===== config.mk =====
export PLATFORM = sky130hd
export DESIGN_NAME = lbr_reader_flat
export DESIGN_NICKNAME = d
export VERILOG_FILES = /design/src/rtl/lbr_reader_pkg.sv /design/src/rtl/lbr_reader_if.sv /design/src/rtl/lbr_reader.sv /design/src/flat_wrapper.sv
export SDC_FILE = /design/constraint.sdc
export NUM_CORES = 1
export LEC_CHECK = 0
export BUFFER_PORTS_ARGS = -buffer_cell sky130_fd_sc_hd__buf_2
export CAP_MARGIN = 10
export CORE_UTILIZATION = 44
export DETAILED_ROUTE_END_ITERATION = 7
export PLACE_DENSITY = 0.75
export SYNTH_ARGS = -nofsm -noshare
export SYNTH_HDL_FRONTEND = slang
export SYNTH_SLANG_ARGS = --single-unit

===== constraint.sdc =====
create_clock -name clock -period 2.1 [get_ports clock]
set_clock_uncertainty 0.15 [all_clocks]
set_input_delay 0.105 -clock clock [delete_from_list [all_inputs] [get_ports clock]]
set_output_delay 0.105 -clock clock [all_outputs]
set_load 0.05 [all_outputs]

===== src/rtl/lbr_reader_pkg.sv =====
// Shared definitions for the LBR read-side master: request encodings,
// reader state encodings and the entry-to-word address mapping.
package lbr_reader_pkg;

  // LBR request codes driven on lbrReq.
  typedef enum logic [1:0] {
    LBR_IDLE     = 2'b00,
    LBR_READ     = 2'b10,
    LBR_READ_CLR = 2'b11
  } lbr_req_t;

  // Reader FSM states.
  typedef enum logic [2:0] {
    ST_IDLE  = 3'd0,
    ST_REQ_F = 3'd1,
    ST_CAP_F = 3'd2,
    ST_REQ_T = 3'd3,
    ST_CAP_T = 3'd4,
    ST_EMIT  = 3'd5,
    ST_FIN   = 3'd6
  } rd_state_t;

  // Entry i keeps its from-PC at word 2*i and its target at word 2*i+1.
  function automatic int unsigned lbr_from_addr(input int unsigned idx);
    return idx << 1;
  endfunction

  function automatic int unsigned lbr_to_addr(input int unsigned idx);
    return (idx << 1) | 32'd1;
  endfunction

endpackage


===== src/rtl/lbr_reader_if.sv =====
// Bus bundle between the reader, the LBR read port and the record sink.
// Record stream: a record transfers on a rising edge where rec_valid and
// rec_ready are both high; once rec_valid rises, rec_index/rec_from/rec_to
// stay stable and rec_valid stays high until that transfer happens.
// LBR port: one lbrReq != 00 cycle per word; output_data is valid in the
// cycle after the request was sampled.
interface lbr_reader_if #(
  parameter int DATA_WIDTH   = 16,
  parameter int ADDRESS_BITS = 12,
  parameter int IDX_W        = 3
);
  logic [1:0]              lbrReq;
  logic [ADDRESS_BITS-1:0] RW_address;
  logic [DATA_WIDTH-1:0]   output_data;
  logic                    rec_valid;
  logic                    rec_ready;
  logic [IDX_W-1:0]        rec_index;
  logic [DATA_WIDTH-1:0]   rec_from;
  logic [DATA_WIDTH-1:0]   rec_to;

  modport master (
    output lbrReq, RW_address, rec_valid, rec_index, rec_from, rec_to,
    input  output_data, rec_ready
  );

  modport slave (
    input  lbrReq, RW_address, rec_valid, rec_index, rec_from, rec_to,
    output output_data, rec_ready
  );
endinterface


===== src/rtl/lbr_reader.sv =====
// LBR reader: on start, reads every LBR entry (from-PC word, then target
// word), and emits one {index, from, to} record per entry on a valid/ready
// stream. Optionally turns the very last read into a read-and-clear and
// optionally drops all-zero entries. All outputs are registered.
module lbr_reader
  import lbr_reader_pkg::*;
#(
  parameter int   DATA_WIDTH   = 16,
  parameter int   ADDRESS_BITS = 12,
  parameter int   LBR_DEPTH    = 8,
  localparam int  IDX_W        = $clog2(LBR_DEPTH)
) (
  input  logic              clock,
  input  logic              reset,
  input  logic              start,
  input  logic              clear_on_done,
  input  logic              skip_empty,
  output logic              busy,
  output logic              done,
  output logic [IDX_W:0]    rec_count,
  output rd_state_t         o_dbg_state,
  lbr_reader_if.master      bus
);

  rd_state_t               r_state;
  logic [IDX_W-1:0]        r_idx;
  logic                    r_clr;
  logic                    r_skip;
  logic [DATA_WIDTH-1:0]   r_from;
  logic [DATA_WIDTH-1:0]   r_to;
  logic                    r_valid;
  logic [IDX_W:0]          r_count;
  lbr_req_t                r_req;
  logic [ADDRESS_BITS-1:0] r_addr;
  logic                    r_busy;
  logic                    r_done;

  rd_state_t               w_next_state;
  logic [IDX_W-1:0]        w_next_idx;
  lbr_req_t                w_next_req;
  logic [ADDRESS_BITS-1:0] w_next_addr;
  logic                    w_last;
  logic                    w_cap_empty;
  logic                    w_entry_done;

  // Next state, entry index and the request/address the next state drives.
  always_comb begin
    w_next_state = r_state;
    w_next_idx   = r_idx;
    w_next_req   = LBR_IDLE;
    w_next_addr  = r_addr;
    w_entry_done = 1'b0;
    w_last       = (r_idx == IDX_W'(LBR_DEPTH - 1));
    // In CAP_T the target word is on output_data right now.
    w_cap_empty  = (r_from == '0) && (bus.output_data == '0);

    case (r_state)
      ST_IDLE: begin
        if (start) begin
          w_next_state = ST_REQ_F;
          w_next_idx   = '0;
        end
      end
      ST_REQ_F: w_next_state = ST_CAP_F;
      ST_CAP_F: w_next_state = ST_REQ_T;
      ST_REQ_T: w_next_state = ST_CAP_T;
      ST_CAP_T: begin
        if (r_skip && w_cap_empty) w_entry_done = 1'b1;
        else                       w_next_state = ST_EMIT;
      end
      ST_EMIT: begin
        if (bus.rec_ready) w_entry_done = 1'b1;
      end
      ST_FIN:  w_next_state = ST_IDLE;
      default: w_next_state = ST_IDLE;
    endcase

    // Move on to the next entry, or finish after the last one.
    if (w_entry_done) begin
      if (w_last) begin
        w_next_state = ST_FIN;
      end else begin
        w_next_state = ST_REQ_F;
        w_next_idx   = r_idx + 1'b1;
      end
    end

    // Requests are registered, so they are decoded from the next state.
    if (w_next_state == ST_REQ_F) begin
      w_next_req  = LBR_READ;
      w_next_addr = ADDRESS_BITS'(lbr_from_addr(32'(w_next_idx)));
    end else if (w_next_state == ST_REQ_T) begin
      w_next_req  = (w_last && r_clr) ? LBR_READ_CLR : LBR_READ;
      w_next_addr = ADDRESS_BITS'(lbr_to_addr(32'(w_next_idx)));
    end
  end

  // State, datapath and registered outputs.
  always_ff @(posedge clock or negedge reset) begin
    if (!reset) begin
      r_state <= ST_IDLE;
      r_idx   <= '0;
      r_clr   <= 1'b0;
      r_skip  <= 1'b0;
      r_from  <= '0;
      r_to    <= '0;
      r_valid <= 1'b0;
      r_count <= '0;
      r_req   <= LBR_IDLE;
      r_addr  <= '0;
      r_busy  <= 1'b0;
      r_done  <= 1'b0;
    end else begin
      r_state <= w_next_state;
      r_idx   <= w_next_idx;
      r_req   <= w_next_req;
      r_addr  <= w_next_addr;
      r_busy  <= (w_next_state != ST_IDLE);
      r_done  <= (r_state == ST_FIN);
      r_valid <= (w_next_state == ST_EMIT);
      if (r_state == ST_IDLE && start) begin
        r_clr   <= clear_on_done;
        r_skip  <= skip_empty;
        r_count <= '0;
      end
      if (r_state == ST_CAP_F) r_from <= bus.output_data;
      if (r_state == ST_CAP_T) r_to   <= bus.output_data;
      if (r_state == ST_EMIT && bus.rec_ready) r_count <= r_count + 1'b1;
    end
  end

  assign bus.lbrReq     = r_req;
  assign bus.RW_address = r_addr;
  assign bus.rec_valid  = r_valid;
  assign bus.rec_index  = r_idx;
  assign bus.rec_from   = r_from;
  assign bus.rec_to     = r_to;
  assign busy           = r_busy;
  assign done           = r_done;
  assign rec_count      = r_count;
  assign o_dbg_state    = r_state;

endmodule


===== src/flat_wrapper.sv =====
// flat-port wrapper written by rule: the top's interface ports become plain ports
module lbr_reader_flat import lbr_reader_pkg::*;
#(
  parameter int   DATA_WIDTH   = 16,
  parameter int   ADDRESS_BITS = 12,
  parameter int   LBR_DEPTH    = 8,
  localparam int  IDX_W        = $clog2(LBR_DEPTH)
)
  (clock, reset, start, clear_on_done, skip_empty, busy, done, rec_count, o_dbg_state, bus_lbrReq, bus_RW_address, bus_rec_valid, bus_rec_index, bus_rec_from, bus_rec_to, bus_output_data, bus_rec_ready);
  lbr_reader_if #(.DATA_WIDTH(DATA_WIDTH), .ADDRESS_BITS(ADDRESS_BITS), .IDX_W((3))) bus_i ();
  input  logic clock;
  input  logic reset;
  input  logic start;
  input  logic clear_on_done;
  input  logic skip_empty;
  output logic busy;
  output logic done;
  output logic [IDX_W:0] rec_count;
  output rd_state_t o_dbg_state;
  output wire logic [$bits(bus_i.lbrReq)-1:0] bus_lbrReq;
  output wire logic [$bits(bus_i.RW_address)-1:0] bus_RW_address;
  output wire logic [$bits(bus_i.rec_valid)-1:0] bus_rec_valid;
  output wire logic [$bits(bus_i.rec_index)-1:0] bus_rec_index;
  output wire logic [$bits(bus_i.rec_from)-1:0] bus_rec_from;
  output wire logic [$bits(bus_i.rec_to)-1:0] bus_rec_to;
  input wire logic [$bits(bus_i.output_data)-1:0] bus_output_data;
  input wire logic [$bits(bus_i.rec_ready)-1:0] bus_rec_ready;
  assign bus_lbrReq = bus_i.lbrReq;
  assign bus_RW_address = bus_i.RW_address;
  assign bus_rec_valid = bus_i.rec_valid;
  assign bus_rec_index = bus_i.rec_index;
  assign bus_rec_from = bus_i.rec_from;
  assign bus_rec_to = bus_i.rec_to;
  assign bus_i.output_data = bus_output_data;
  assign bus_i.rec_ready = bus_rec_ready;
  lbr_reader #(.DATA_WIDTH(DATA_WIDTH), .ADDRESS_BITS(ADDRESS_BITS), .LBR_DEPTH(LBR_DEPTH)) u_core (.clock(clock), .reset(reset), .start(start), .clear_on_done(clear_on_done), .skip_empty(skip_empty), .busy(busy), .done(done), .rec_count(rec_count), .o_dbg_state(o_dbg_state), .bus(bus_i));
endmodule

# [Yosys cells after proc, flatten, opt, wreduce, memory -nomap -nowiden]
# Index checks and enable logic that the tools add are counted.
[totals] output_inout_bits=59 wordCells=54 inputBits=22 reg_bits=61
[classes] n_addsub=2 muxes=19 n_reduce_logical=11 eq_ne=10
[op_table] cell="$logic_not A16 Y1" count=2
[op_table] cell="$mux W12" count=2
[op_table] cell="$mux W3" count=8
[op_table] cell="$pmux W3 S6" count=1
[op_table] cell="$eq A3 B3 Y1 const B" count=5
[op_table] cell="$eq A3 B2 Y1 const B" count=3
[op_table] cell="$mux W4" count=2
[op_table] cell="$eq A3 B1 Y1 const B" count=2
[op_table] cell="$logic_and A1 B1 Y1" count=5
[op_table] cell="$add A4 B1 Y4 const B" count=1
[op_table] cell="$mux W2" count=2
[op_table] cell="$reduce_bool A2 Y1" count=2
[op_table] cell="$add A3 B1 Y3 const B" count=1
[op_table] cell="$logic_not A3 Y1" count=1
[op_table] cell="$mux W1" count=3
[op_table] cell="$reduce_bool A3 Y1" count=1
[op_table] cell="$pmux W1 S2" count=1

# [Longest topological paths before layout]
[depth] depth_word=9 mapped_depth=7 ltp_nobuf=5

# [Worst setup path before layout]
# OpenSTA, ideal clock, no wires.
[synth_timing] kind="reg-to-reg" startpoint="register u_core.r_state[2], in the netlist u_core.o_dbg_state[2]" endpoint="register u_core.r_addr[0], in the netlist u_core.bus.RW_address[0]" path_buffers=0 slack_ns=-0.208 stages_incl_launch_ff=6 t_arrival_ns=2.039 required_ns=1.830 path_cell_list="dfrtp_1 nor3b_4 nand4_2 nor4_4 nor2_2 a31o_1"
[synth_via] elab_chain_cells=5 word_cells_on_any_way=15
[synth_rtl] element="start, declared" line_no="lbr_reader.sv:25" source="rd_state_t r_state;"
[synth_rtl] element="start signal, assigned" line_no="lbr_reader.sv:114" source="r_state <= w_next_state;"
[synth_rtl] element="$eq A3 B3 Y1, or another cell as far along" line_no="lbr_reader.sv:57" source="case (r_state)"
[synth_rtl] element="$pmux W3 S6 or $pmux W1 S2 (tied branches)" line_no="lbr_reader.sv:57"
[synth_rtl] element="$mux W3 *" line_no="lbr_reader.sv:79" source="if (w_entry_done) begin"
[synth_rtl] element="$eq A3 B1 Y1 or $eq A3 B2 Y1 (tied branches)" line_no="lbr_reader.sv:89, lbr_reader.sv:92"
[synth_rtl] element="$mux W12 or $reduce_bool A2 Y1 (tied branches)"
[synth_rtl] element="end signal, assigned" line_no="lbr_reader.sv:117" source="r_addr <= w_next_addr;"
[synth_rtl] element="end, declared" line_no="lbr_reader.sv:34" source="logic [ADDRESS_BITS-1:0] r_addr;"
# Every way passes the cells marked *; elsewhere a longest branch is shown, timed or not.
# A chain may end at the register's enable or synchronous reset.

# [Worst setup path in the final report]
[layout_timing] startpoint="register u_core.r_from[5], in the netlist u_core.bus.rec_from[5]" endpoint="register u_core.r_addr[1], in the netlist u_core.bus.RW_address[1]"
[layout_via] elab_chain_cells=8 word_cells_on_any_way=14
[layout_rtl] element="start, declared" line_no="lbr_reader.sv:29" source="logic [DATA_WIDTH-1:0] r_from;"
[layout_rtl] element="start signal, assigned" line_no="lbr_reader.sv:126" source="if (r_state == ST_CAP_F) r_from <= bus.output_data;"
[layout_rtl] element="$logic_not A16 Y1 *" line_no="lbr_reader.sv:55" source="w_cap_empty = (r_from == '0) && (bus.output_data == '0);"
[layout_rtl] element="$logic_and A1 B1 Y1 *" line_no="lbr_reader.sv:55"
[layout_rtl] element="$logic_and A1 B1 Y1 *" line_no="lbr_reader.sv:68" source="if (r_skip && w_cap_empty) w_entry_done = 1'b1;"
[layout_rtl] element="$mux W3 or $mux W1 (tied branches)" line_no="lbr_reader.sv:68"
[layout_rtl] element="$pmux W3 S6 or $pmux W1 S2 (tied branches)" line_no="lbr_reader.sv:57"
[layout_rtl] element="$mux W3" line_no="lbr_reader.sv:79"
[layout_rtl] element="$eq A3 B1 Y1, or another cell as far along" line_no="lbr_reader.sv:89" source="if (w_next_state == ST_REQ_F) begin"
[layout_rtl] element="$mux W12 or $reduce_bool A2 Y1 (tied branches)"
# Every way passes the cells marked *; elsewhere a longest branch is shown, timed or not. The select of a mux whose other input is x is not followed.

==> impl_metrics.xml <==
<?xml version="1.0" encoding="UTF-8"?>
<metrics>
  <group name="synthesis">
    <metric name="edff_count_synth" unit="">0</metric>
    <metric name="netlist_area" unit="um2">2295</metric>
    <metric name="yosys.area.top_type" unit="">sky130_fd_sc_hd__dfrtp_1</metric>
    <metric name="ys_seq_elements" unit="">53</metric>
    <metric name="synth_seq_area_share" unit="%">57.80</metric>
    <metric name="postSynth.asyncResetShare" unit="%">100.0</metric>
    <metric name="synth_warnings" unit="">0</metric>
    <metric name="synth_top_flop_cell" unit="">sky130_fd_sc_hd__dfrtp_1</metric>
    <metric name="yosysTopAreaCellShare" unit="%">57.80</metric>
    <metric name="synth.lib_cells_used.distinct" unit="">39</metric>
    <metric name="synth_area_leaders" unit="">sky130_fd_sc_hd__dfrtp_1 (58%), sky130_fd_sc_hd__nand2_1 (11%), sky130_fd_sc_hd__mux2_2 (7.9%)</metric>
    <metric name="postSynthAreaPerCell" unit="um2">10.72</metric>
    <metric name="postSynthCellCount" unit="">214</metric>
  </group>
  <group name="layout">
    <metric name="antenna_cells_inserted" unit="">0</metric>
    <metric name="ff_latch_area" unit="um2">1330</metric>
    <metric name="layout_commonest_cell" unit="">sky130_fd_sc_hd__buf_2</metric>
    <metric name="multi_input_area" unit="um2">934.6</metric>
    <metric name="final_net_count" unit="">336</metric>
    <metric name="layout.filler_cells" unit="">416</metric>
    <metric name="syn_to_final_growth" unit="%">34.19</metric>
    <metric name="share_of_final_layout_standard_cells_stronger_than_drive_strength_1" unit="%">36.86</metric>
    <metric name="mostFrequentLayoutCells" unit="">sky130_fd_sc_hd__buf_2 (72), sky130_fd_sc_hd__nand2_1 (66), sky130_fd_sc_hd__dfrtp_1 (50), sky130_fd_sc_hd__dlygate4sd3_1 (19), sky130_fd_sc_hd__mux2_2 (16)</metric>
  </group>
  <group name="placement">
    <metric name="dp_worst_setup_slack" unit="ns">0.1482</metric>
    <metric name="place.detailed.hpwl" unit="um">3727</metric>
    <metric name="gp_congestion" unit="">0.8159</metric>
    <metric name="port_buffers" unit="">72</metric>
  </group>
  <group name="power_and_ir_drop">
    <metric name="switching_share_of_power" unit="%">52.68</metric>
    <metric name="vdd_drop_max" unit="mV">1.043</metric>
    <metric name="power_density" unit="nW/um2">1808</metric>
    <metric name="comb_power_share" unit="%">54.8</metric>
    <metric name="intPower" unit="W">0.002635</metric>
    <metric name="net-switching-power" unit="W">0.002933</metric>
    <metric name="pwr-share-seq" unit="%">32.7</metric>
    <metric name="power_leakage" unit="nW">1.583</metric>
    <metric name="clock_power_share" unit="%">12.5</metric>
  </group>
  <group name="grt">
    <metric name="maximum_number_of_pins_on_one_net_before_global_route_repair" unit="">30</metric>
    <metric name="globalRoute.totalOverflow" unit="">0</metric>
    <metric name="use_met1" unit="%">28.29</metric>
    <metric name="grt_max_usage_layer" unit="">met2</metric>
    <metric name="vias_in_the_first_global_route" unit="">1846</metric>
    <metric name="gr-usage-met2" unit="%">33.74</metric>
    <metric name="grt_first_pass_wirelength" unit="um">8611</metric>
    <metric name="grt_util_overall" unit="%">21.14</metric>
    <metric name="grt_antenna_before_repair" unit="">0</metric>
    <metric name="groute.layer.met3.usage" unit="%">3.794</metric>
  </group>
  <group name="route">
    <metric name="wl" unit="um">5459</metric>
    <metric name="post_drt_wl_per_cell" unit="um">14.40</metric>
    <metric name="routed-via-count" unit="">1911</metric>
    <metric name="viasPerCell" unit="">5.042</metric>
    <metric name="drt-initial-drc-count" unit="">122</metric>
    <metric name="remaining_drc_errors" unit="">0</metric>
    <metric name="number_of_routed_nets_with_antenna_violations" unit="">0</metric>
    <metric name="first_pass_iters" unit="">4</metric>
  </group>
  <group name="critical_path">
    <metric name="required_time_of_the_critical_path" unit="ns">2.13</metric>
    <metric name="startpoint_type" unit="">flop</metric>
    <metric name="worstPathArrival" unit="ns">2.03</metric>
    <metric name="worst_setup_path_end_kind" unit="">flop</metric>
    <metric name="critical_path_class" unit="">reg2reg</metric>
    <metric name="timing.critical_path.fanout_max" unit="">7</metric>
  </group>
  <group name="timing">
    <metric name="timing_max_transition_violations_final" unit="">0</metric>
    <metric name="period_needed" unit="ns">1.998</metric>
    <metric name="final_critical_path_setup_slack" unit="ns">0.1020</metric>
    <metric name="rsz0062_at_grt" unit="">false</metric>
    <metric name="worstMarginPinSlew" unit="ns">0.5776</metric>
    <metric name="setup_viol_count_final" unit="">0</metric>
    <metric name="hold_ws" unit="ns">0.01012</metric>
    <metric name="slew-limit-headroom" unit="%">61.49</metric>
    <metric name="fmaxAchievable" unit="MHz">500.5</metric>
    <metric name="finalHoldViolCount" unit="">0</metric>
    <metric name="post-route-period-util" unit="%">95.14</metric>
  </group>
  <group name="floorplanning">
    <metric name="floorplan.initialDensity" unit="%">47.03</metric>
    <metric name="num_io_pins" unit="">81</metric>
    <metric name="core-area" unit="um2">4880</metric>
    <metric name="die_x" unit="um">74.22</metric>
    <metric name="dieArea" unit="um2">5508</metric>
    <metric name="std_cell_rows" unit="">25</metric>
    <metric name="chipHeight" unit="um">74.22</metric>
  </group>
  <group name="clock_tree">
    <metric name="clock-sinks" unit="">53</metric>
    <metric name="clk_root_buffer_cell" unit="">sky130_fd_sc_hd__clkbuf_8</metric>
    <metric name="cts-buffers-inserted" unit="">5</metric>
    <metric name="clkTransAtPathRegs" unit="ns">0.09</metric>
    <metric name="clk_latency" unit="ns">0.31</metric>
    <metric name="cts_tree" unit="">built</metric>
    <metric name="cts-root-to-sink-buffers" unit="">2</metric>
    <metric name="cts_htree_levels" unit="">2</metric>
  </group>
  <group name="min_path">
    <metric name="worst_hold_path_type" unit="">in2reg</metric>
  </group>
  <group name="run">
    <metric name="max_cap_violation_count" unit="">0</metric>
  </group>
  <group name="run_status">
    <metric name="status" unit="">completed</metric>
  </group>
</metrics>
==> final cells by class <==
cell class,instances,share of cell area (%)
Sequential cell,53,43.19
Multi-Input combinational cell,153,30.35
Timing Repair Buffer,98,19.99
Tap cell,67,2.722
Clock buffer,5,2.235
Clock inverter,3,1.503
==> path summary, 6_finish.rpt <==
path / from / endpoint / slack, ns / cells after the start
min: start / u_core.busy$_DFF_PN0_ / 0.01 / 3
max: u_core.bus.rec_from[5]$_DFFE_PN0P_ / u_core.bus.RW_address[1]$_DFFE_PN0P_ / 0.10 / 6
max in group asynchronous: reset / u_core.bus.rec_from[12]$_DFFE_PN0P_ / 1.08 / 3
max reg2reg: u_core.bus.rec_from[5]$_DFFE_PN0P_ / u_core.bus.RW_address[1]$_DFFE_PN0P_ / 0.10 / 6
min reg2reg: u_core.r_skip$_DFFE_PN0P_ / u_core.r_skip$_DFFE_PN0P_ / 0.34 / 2
min in group asynchronous: reset / u_core.bus.lbrReq[0]$_DFF_PN0_ / 0.17 / 2
==> flip-flops by register name, indices dropped and copies added (netlist names) <==
name	cells
u_core.bus.rec_from	16
u_core.bus.rec_to	16
u_core.bus.RW_address	4
u_core.rec_count	4
u_core.bus.rec_index	3
u_core.o_dbg_state	3
u_core.bus.lbrReq	2
u_core.bus.rec_valid	1
u_core.busy	1
u_core.done	1
u_core.r_clr	1
u_core.r_skip	1
==> per-layer routing <==
| layer | wire length, um | part of all wire, % |
|---|---|---|
| met4 | 120 | 2.2 |
| met3 | 306 | 5.6 |
| met1 | 2399 | 44 |
| met2 | 2633 | 48 |
| met5 | 0 | 0 |
==> cell usage after synthesis (2+ instances only) <==
master and n:
sky130_fd_sc_hd__ha_1 3, sky130_fd_sc_hd__o41ai_1 2, sky130_fd_sc_hd__clkbuf_1 5, sky130_fd_sc_hd__o31ai_1 3
sky130_fd_sc_hd__dfrtp_1 53, sky130_fd_sc_hd__and3_1 2, sky130_fd_sc_hd__nand3_1 4, sky130_fd_sc_hd__nor4_1 6
sky130_fd_sc_hd__o21ai_0 7, sky130_fd_sc_hd__nand2_1 66, sky130_fd_sc_hd__mux2_2 16, sky130_fd_sc_hd__mux2i_1 3
sky130_fd_sc_hd__nor3_1 2, sky130_fd_sc_hd__buf_4 8, sky130_fd_sc_hd__nor2_1 10
==> stage by stage <==
stage | area, um2 | utilization (%) | total power [W] | std cells | TNS [ns]
2_1_floorplan | 2333 | - | 0.004117 | 221 | -0.006466
5_1_grt | 3079 | 63.10 | 0.005873 | 379 | 0
3_5_place_dp | 2749 | 56.33 | 0.004846 | 352 | 0
6_report | 3079 | 63.10 | 0.005568 | 379 | 0
3_3_place_gp | 2749 | 56.33 | 0.004783 | 352 | 0
4_1_cts | 3054 | 62.59 | 0.005577 | 379 | 0
==> critical path, cell delays in order (launching register included) <==
cell                      delay [ns]
sky130_fd_sc_hd__dfrtp_1        0.42
sky130_fd_sc_hd__nor4_1         0.35
sky130_fd_sc_hd__nand4_1        0.23
sky130_fd_sc_hd__nor4_4         0.29
sky130_fd_sc_hd__buf_4          0.20
sky130_fd_sc_hd__o311a_1        0.18
sky130_fd_sc_hd__a21oi_1        0.05
==> kinds of logic (layout without fill, tap and decap cells) <==
logic type,Yosys count,after routing,synth area share (%)
and+or+nand+nor,100,100,20.34
DFF,53,53,57.80
AOI/OAI and AO/OA,21,21,6.325
muxes,19,19,9.160
buffers and inverters,15,106,3.817
adders and majority gates,3,3,1.636
xor gates and xnor gates,2,2,0.7635
other,1,8,0.1634
==> power groups by stage <==
| stage | clock (W) | combinational (W) | sequential [W] |
|---|---|---|---|
| CTS | 0.000705 | 0.00306 | 0.00181 |
| detailed placement | 0 | 0.00303 | 0.00182 |
| finish | 0.000694 | 0.00305 | 0.00182 |
| global route | 0.000747 | 0.00324 | 0.00188 |
| global placement | 0 | 0.00298 | 0.00180 |
| floorplan | 0 | 0.000880 | 0.00324 |
==> repair_timing <==
action / in CTS / in global routing
setup endpoints to repair: 0 / 5
hold endpoints to repair: 58 / 0
resized for setup: 0 / 4
hold buffers: 19 / 0
buffers inserted: 0 / 0
Note: power is estimated with default switching activity, not from simulation.
